--- src/rtl/ntt_pkg.sv ---
// ntt_pkg: shared constants, types and modular helpers for the NTT core.
//   Q / DW / AW        modulus, coefficient width, RAM address width
//   BARRETT_K/M        Barrett reduction shift and multiplier
//   BFLY_PER_NTT       butterflies in one full transform (N/2 * log2 N)
//   addMod / subMod    (x +/- y) mod Q for operands already < Q
package ntt_pkg;

  localparam int Q            = 3329;
  localparam int DW           = 12;
  localparam int AW           = 8;
  localparam int N            = 1 << AW;
  localparam int BARRETT_K    = 2 * DW;
  localparam int BARRETT_M    = 5039;
  localparam int BFLY_PER_NTT = N / 2 * AW;
  localparam int CNT_W        = $clog2(BFLY_PER_NTT);
  localparam int LAT          = 4;

  typedef logic [DW-1:0]   coeff_t;
  typedef logic [AW-1:0]   addr_t;
  typedef logic [2*DW-1:0] prod_t;

  localparam logic [DW:0] QX = (DW+1)'(Q);

  // One conditional subtract is enough because x + y < 2Q.
  function automatic coeff_t addMod(input coeff_t x, input coeff_t y);
    logic [DW:0] s;
    s = {1'b0, x} + {1'b0, y};
    return coeff_t'((s >= QX) ? s - QX : s);
  endfunction

  // Borrow out of the extended subtract marks a negative difference.
  function automatic coeff_t subMod(input coeff_t x, input coeff_t y);
    logic [DW:0] d;
    d = {1'b0, x} - {1'b0, y};
    return coeff_t'(d[DW] ? d + QX : d);
  endfunction

endpackage

--- src/rtl/ntt_mod_mult.sv ---
// ntt_mod_mult: (x * y) mod Q, two register stages.
//   clk, rst   clock, async active-high reset
//   ldProd     load the raw product register (stage S2)
//   ldRes      load the reduced result register (stage S3)
//   x, y       operands, expected < Q
//   res        reduced product, < Q
module ntt_mod_mult
  import ntt_pkg::*;
(
  input  logic   clk,
  input  logic   rst,
  input  logic   ldProd,
  input  logic   ldRes,
  input  coeff_t x,
  input  coeff_t y,
  output coeff_t res
);

  // Wide enough for prod * BARRETT_M without overflow.
  localparam int XW = 2 * DW + $clog2(BARRETT_M + 1);

  prod_t         prod;
  logic [XW-1:0] pm, t, r;

  always_ff @(posedge clk or posedge rst)
    if (rst)         prod <= '0;
    else if (ldProd) prod <= prod_t'(x) * prod_t'(y);

  // Quotient estimate undershoots by at most one, so r < 2Q.
  always_comb begin
    pm = XW'(prod) * XW'(BARRETT_M);
    t  = pm >> BARRETT_K;
    r  = XW'(prod) - t * XW'(Q);
  end

  always_ff @(posedge clk or posedge rst)
    if (rst)        res <= '0;
    else if (ldRes) res <= coeff_t'((r >= XW'(Q)) ? r - XW'(Q) : r);

endmodule

--- src/rtl/ntt_butterfly_unit.sv ---
// ntt_butterfly_unit: 4-stage pipelined modular butterfly for the NTT core.
//   clk, rst                 clock, async active-high reset
//   in_valid                 operands valid this cycle (no backpressure)
//   in_a, in_b, in_w         coefficients and twiddle, < Q
//   in_addr_a, in_addr_b     write-back addresses, delayed to match data
//   inverse                  (NTT_BFLY_GS_EN only) 1 = Gentleman-Sande
//   out_valid                result valid / RAM write strobe
//   out_a, out_b             results
//   out_addr_a, out_addr_b   aligned write-back addresses
//   ntt_done                 pulse with the last butterfly of a transform
// Build option: define NTT_BFLY_GS_EN to add the inverse (GS) butterfly.
// CT: S1 reg, S2/S3 b*w mod Q, S4 a +/- r.
// GS: S1 a+b and a-b, S2/S3 (a-b)*w mod Q, S4 pass-through.
module ntt_butterfly_unit
  import ntt_pkg::*;
(
  input  logic          clk,
  input  logic          rst,
  input  logic          in_valid,
  input  logic [DW-1:0] in_a,
  input  logic [DW-1:0] in_b,
  input  logic [DW-1:0] in_w,
  input  logic [AW-1:0] in_addr_a,
  input  logic [AW-1:0] in_addr_b,
`ifdef NTT_BFLY_GS_EN
  input  logic          inverse,
`endif
  output logic          out_valid,
  output logic [DW-1:0] out_a,
  output logic [DW-1:0] out_b,
  output logic [AW-1:0] out_addr_a,
  output logic [AW-1:0] out_addr_b,
  output logic          ntt_done
);

  localparam int STAGES = LAT;

  logic [STAGES:1]        vldPipe;
  logic [STAGES-1:1]      invPipe;
  addr_t [STAGES:1]       addrAPipe, addrBPipe;
  coeff_t                 aS1, bS1, wS1, aS2, aS3, rS3, outA, outB;
  logic [CNT_W-1:0]       bflyCnt;
  logic                   doneReg;
  logic                   invIn;

`ifdef NTT_BFLY_GS_EN
  assign invIn = inverse;
`else
  assign invIn = 1'b0;
`endif

  // Valid and mode bits: free-running shift, cleared by reset.
  always_ff @(posedge clk or posedge rst)
    if (rst) begin
      vldPipe <= '0;
      invPipe <= '0;
    end else begin
      vldPipe <= {vldPipe[STAGES-1:1], in_valid};
      invPipe <= {invPipe[STAGES-2:1], invIn};
    end

  // Address delay line; each stage loads only when its data stage loads.
  always_ff @(posedge clk or posedge rst)
    if (rst) begin
      addrAPipe <= '0;
      addrBPipe <= '0;
    end else begin
      if (in_valid) begin
        addrAPipe[1] <= in_addr_a;
        addrBPipe[1] <= in_addr_b;
      end
      for (int s = 2; s <= STAGES; s++)
        if (vldPipe[s-1]) begin
          addrAPipe[s] <= addrAPipe[s-1];
          addrBPipe[s] <= addrBPipe[s-1];
        end
    end

  // S1: capture operands; GS folds its add/sub in here.
  always_ff @(posedge clk or posedge rst)
    if (rst) begin
      aS1 <= '0;
      bS1 <= '0;
      wS1 <= '0;
    end else if (in_valid) begin
      aS1 <= invIn ? addMod(in_a, in_b) : in_a;
      bS1 <= invIn ? subMod(in_a, in_b) : in_b;
      wS1 <= in_w;
    end

  // S2/S3: multiplier operand is bS1 in both modes.
  ntt_mod_mult uMult (
    .clk    (clk),
    .rst    (rst),
    .ldProd (vldPipe[1]),
    .ldRes  (vldPipe[2]),
    .x      (bS1),
    .y      (wS1),
    .res    (rS3)
  );

  // Carry the a operand alongside the multiplier.
  always_ff @(posedge clk or posedge rst)
    if (rst) begin
      aS2 <= '0;
      aS3 <= '0;
    end else begin
      if (vldPipe[1]) aS2 <= aS1;
      if (vldPipe[2]) aS3 <= aS2;
    end

  // S4: CT add/sub, GS pass-through.
  always_ff @(posedge clk or posedge rst)
    if (rst) begin
      outA <= '0;
      outB <= '0;
    end else if (vldPipe[3]) begin
      outA <= invPipe[3] ? aS3 : addMod(aS3, rS3);
      outB <= invPipe[3] ? rS3 : subMod(aS3, rS3);
    end

  // Counter advances with each result leaving S4; the done flag is
  // registered with that same result so both appear in one cycle.
  always_ff @(posedge clk or posedge rst)
    if (rst) begin
      bflyCnt <= '0;
      doneReg <= 1'b0;
    end else if (vldPipe[3]) begin
      bflyCnt <= bflyCnt + 1'b1;
      doneReg <= (bflyCnt == CNT_W'(BFLY_PER_NTT - 1));
    end else begin
      doneReg <= 1'b0;
    end

  assign out_valid  = vldPipe[STAGES];
  assign out_a      = outA;
  assign out_b      = outB;
  assign out_addr_a = addrAPipe[STAGES];
  assign out_addr_b = addrBPipe[STAGES];
  assign ntt_done   = doneReg;

endmodule
--- config.mk ---
export PLATFORM = sky130hd
export DESIGN_NAME = ntt_butterfly_unit
export DESIGN_NICKNAME = d
export VERILOG_FILES = /design/src/rtl/ntt_pkg.sv /design/src/rtl/ntt_mod_mult.sv /design/src/rtl/ntt_butterfly_unit.sv
export SDC_FILE = /design/constraint.sdc
export NUM_CORES = 1
export LEC_CHECK = 0
export CAP_MARGIN = 20
export CORE_MARGIN = 5
export CORE_UTILIZATION = 59
export CTS_CLUSTER_SIZE = 20
export DETAILED_ROUTE_END_ITERATION = 8
export GPL_TIMING_DRIVEN = 1
export PLACE_DENSITY_LB_ADDON = 0.12
export SKIP_CTS_REPAIR_TIMING = 1
export SKIP_LAST_GASP = 1
export SYNTH_ARGS = -nofsm -noshare
export SYNTH_HDL_FRONTEND = slang
export SYNTH_SLANG_ARGS = --single-unit
export TNS_END_PERCENT = 50
--- constraint.sdc ---
create_clock -name clk -period 11.5 [get_ports clk]
set_input_delay 1.725 -clock clk [delete_from_list [all_inputs] [get_ports clk]]
set_output_delay 1.725 -clock clk [all_outputs]
set_load 0.02 [all_outputs]
Word level (Yosys, flattened, before mapping)
Index checks and enable logic that the tools add are counted.
W data, S select, Z words.

operators by class
  add/sub/neg operators = 7
  eq/ne operators = 1
  order comparisons = 2
  multipliers = 3
  mux-type cells = 4

operator list
  operator                  number
  $ge A37 B12 Y1 const B    1
  $mul A24 B13 Y37 const B  1
  $mux W12                  3
  $sub A24 B25 Y26          1
  $mul A13 B12 Y25 const B  1
  $mul A12 B12 Y24          1
  $sub A12 B12 Y12 const B  2
  $add A12 B12 Y13          1
  $ge A13 B12 Y1 const B    1
  $sub A12 B12 Y13          1
  $add A12 B12 Y12 const B  1
  $add A10 B1 Y10 const B   1
  $eq A10 B10 Y1 const B    1
  $mux W1                   1

storage, ports and cells
  register bits after elaboration = 199
  output and inout port bits = 42
  word-level logic and storage cells = 37
  bits of input ports = 55

Longest topological paths before layout
  depth in word-level cells = 5
  depth in mapped cells = 41
  depth with buffers taken out = 39

By module
From an unflattened synthesis, not the netlist that was laid out.

unflattened totals
  cell total of the unflattened synthesis = 2257
  area total of the unflattened synthesis = 22551.6 µm²

modules (own cells, without submodules)
  module              instances  sequential area each (µm²)  cells an instance  area an instance (µm²)
  ntt_mod_mult        1          900.9                       1601               14570.2
  ntt_butterfly_unit  1          4078.9                      656                7981.4

Worst setup path after synthesis
No wires, ideal clock.

  path type = register -> register
  from = reg uMult.prod[7]
  to = reg uMult.res[11]
  slack = 1.516 ns
  data required time = 11.369 ns
  setup time = 0.131 ns
  path buffers = 1
  data arrival time = 9.853 ns
  stages on the path, launching flop included = 38
  period minus slack after synthesis = 9.984 ns
  path through = dfrtp_1 > fa_1 > fa_1 > fa_1 > fa_1 > inv_1 > fa_1 > inv_1 > ha_1 > a211o_1 > a2111oi_0 > o31a_1 > a31oi_1 > a31oi_1 > nor2b_1 > o21ai_0 > nor2b_1 > xor2_1 > (+2 left out) > ha_1 > inv_1 > fa_1 > inv_1 > fa_1 > inv_1 > ha_1 > clkbuf_1 > a21oi_1 > o21ai_0 > a31o_2 > nand4b_1 > nand4_1 > and3b_1 > nor4bb_1 > and4_1 > a21oi_1 > or3_1

between the ends
  word-level cells in the longest chain between the ends = 5
  elaborated cells between the ends (all ways) = 6
  classes of those cells = add/sub: 2; mul: 2; order compare: 1; mux: 1

RTL lines
  element                                                    RTL line            text
  from (decl)                                                ntt_mod_mult.sv:22  prod_t prod;
  from (signal assigned)                                     ntt_mod_mult.sv:27  else if (ldProd) prod <= prod_t'(x) * prod_t'(y);
  $mul A24 B13 Y37                                           ntt_mod_mult.sv:31  pm = XW'(prod) * XW'(BARRETT_M);
  $mul A13 B12 Y25                                           ntt_mod_mult.sv:33  r = XW'(prod) - t * XW'(Q);
  $sub A24 B25 Y26 *                                         ntt_mod_mult.sv:33
  $ge A37 B12 Y1 / $sub A12 B12 Y12 (equally long branches)  ntt_mod_mult.sv:38  else if (ldRes) res <= coeff_t'((r >= XW'(Q)) ? r - XW'(Q) : r);
  $mux W12 *                                                 ntt_mod_mult.sv:38
  to (signal assigned)                                       ntt_mod_mult.sv:38
  to (decl)                                                  ntt_mod_mult.sv:16  output coeff_t res

Every way passes the cells marked *; elsewhere a longest branch is shown, timed or not.
A chain may end at the register's enable or synchronous reset.

Final worst setup path
  from = reg uMult.prod[19]
  to = reg uMult.res[2]

The elaborated chain is that of the path after synthesis.

==> flow_summary.ini <==
[run_status]
outcome = finished clean

[layout]
post-route-util_pct = 64.86
nets = 2899
drive_gt1_share_pct = 8.794
final_cells = 2808
reg_top3 = addrAPipe (24), addrBPipe (24), uMult.prod (24)
areaGrowthSynthToFinish_pct = 8.539
antennaDiodeCount = 0
multi_input_area_sq_mm = 0.01563
nFillCells = 3139
regArea_sq_mm = 0.004985

[floorplan]
start_util_pct = 59.76
die_x_um = 205.3
io_pins = 97
core_area_sq_mm = 0.03767
die-area_sq_mm = 0.04215
die_h_um = 205.3
core.rowCount = 71

[synth]
ys_ff_latch = 199
synth_cells = 2246
yosys_warnings = 0
synth_flop_cell = dfrtp_1
netlist_area_sq_mm = 0.02251
yosys.cell_types.count = 78
synth_nets = 2861
avgSynthCellArea_sq_um = 10.02
async_flop_share_pct = 100.0
synth-edff-count = 0
seq_area_frac_synth_pct = 22.12

[clock_network]
clockBufferDepth = 2
cts_tree = built
root_buffer = clkbuf_16
clk_latency_ns = 0.46
clkSinkCount = 199
path_clk_slew_ns = 0.08
cts_max_level = 4
cts-buffers-inserted = 17

[timing]
worst_pin_slew_ns = 0.9155
slew_viol_final = 0
setup_viol = 0
fmax_mhz = 91.50
timing.final.ws_setup_ns = 0.5710
finalCritPeriodShare_pct = 95.03
layout_min_cycle_time_ns = 10.93
finalHoldViolCount = 0
slew_headroom_pct = 38.97
rsz0062_at_grt = no
setup_tns_ns = 0
clock_skew_ns = 0.01960

[route]
drc_errors = 0
routed_wl_um = 50300
vias = 15740
wl_per_cell_um = 17.91
drt_first_pass_iters = 5
drt_first_iter_violations = 869
ant_nets = 0
vias_per_cell = 5.605

[worst_setup_path]
path_buf_inv = 9
crit_type = register to register
crit_cells = 39
ff2ff_setup_slack_ns = 0.57
cp-endpoint = uMult.res[2]
start_kind = register
required_ns = 11.86
worstPathMaxFanout = 11
crit_family = adder cells
critical_path_arrival_ns = 11.29
cpMostUsedCell = fa_1
crit_start = uMult.prod[19]
slowest_delay_ns = 0.59
endpoint_kind = register
r2r-start = uMult.prod[19]
ff2ff_path_depth = 39
r2r_end = uMult.res[2]
cp_slowest_cell = dfrtp_1

[placed_design]
globalplace.congestion = 0.9068
pre_cts_slack_ns = 0.3059
place.port_buffers = 96
dp_cells = 2776
dp_hpwl_um = 40760

[grt]
gr-total-overflow = 0
grt.total_usage_pct = 25.23
first_global_vias = 16620
antenna_found_initial = 0
grt_pass1_wl_um = 85290
grt_max_degree = 127

[hold_path]
min_path_type = register to register

[flow_run]
cap_violations = 0
-- Yosys cell counts, types with 15 or more instances --
cell / n / area, sq um
mux2_2: 127 / 1430
a21oi_1: 74 / 370.4
and2_1: 51 / 319.1
nor3_1: 19 / 95.09
nor2b_1: 15 / 93.84
dfrtp_1: 199 / 4980
a21o_1: 25 / 187.7
xor2_1: 31 / 271.5
o21ai_0: 58 / 290.3
buf_4: 17 / 127.6
clkbuf_1: 58 / 217.7
nand3_1: 38 / 190.2
ha_1: 301 / 3766
nand2_1: 164 / 615.6
inv_1: 407 / 1528
nand4_1: 16 / 100.1
fa_1: 259 / 5185
xnor2_1: 53 / 464.2
nor2_1: 78 / 292.8
a31oi_1: 23 / 143.9
-- worst min-delay path by stage --
stage                     slack (ns)         end  cells past startpoint  startpoint
after global routing            0.49  bflyCnt[9]                      1  bflyCnt[9]
after floorplan                 0.37  vldPipe[2]                      0  vldPipe[1]
after CTS                       0.48  bflyCnt[5]                      1  bflyCnt[5]
after detailed placement        0.46  bflyCnt[5]                      1  bflyCnt[5]
final                           0.47  bflyCnt[5]                      1  bflyCnt[5]
after global placement          0.45  bflyCnt[9]                      1  bflyCnt[9]
-- stage by stage --
| stage | area (sq um) | hold WS (ns) |
|---|---|---|
| global placement | 23790 | 0.4461 |
| floorplan | 22510 | 0.3704 |
| finish | 24430 | 0.4656 |
| detailed placement | 23790 | 0.4609 |
| global route | 24430 | 0.4949 |
| CTS | 24380 | 0.4756 |
-- per-layer routing --
| layer | up-vias | wire length, um | track usage [%] |
|---|---|---|---|
| met3 | 45 | 2157 | 4.255 |
| met1 | 7918 | 22760 | 35.28 |
| li1 | 7453 | - | - |
| met5 | - | 0 | 0 |
| met4 | 0 | 658 | 4.593 |
| met2 | 324 | 24730 | 42.29 |
-- cell families (layout without fill, tap and decap cells) --
family	Yosys count	after routing	synth area share [%]
compound gates	306	306	9.078
xor+xnor	84	84	3.269
fa+ha+maj	560	560	39.77
buf+inv	496	547	8.627
flops	199	199	22.12
mux	137	137	6.804
simple gates	464	464	10.33
-- layout by cell type (no fill, tap or decap), types with 22 or more instances in the layout --
master	Yosys	final
a21o_1	25	25
and2_1	51	51
ha_1	301	301
nand2_1	164	164
nor2_1	78	77
a31oi_1	23	22
clkdlybuf4s50_1	0	95
a21oi_1	74	74
inv_1	407	406
dfrtp_1	199	195
nand3_1	38	38
xor2_1	31	31
xnor2_1	53	51
fa_1	259	259
mux2_2	127	127
o21ai_0	58	58
-- cell type report --
class | count | area share [%]
Inverter | 407 | 6.284
Tap cell | 511 | 2.617
Timing Repair Buffer | 108 | 4.282
Clock buffer | 19 | 1.772
Sequential cell | 199 | 20.40
Multi-Input combinational cell | 1551 | 63.98
Clock inverter | 13 | 0.6607
Power is not shown: default switching activity piles up to over one toggle a cycle in this logic, so the estimate is an artifact.
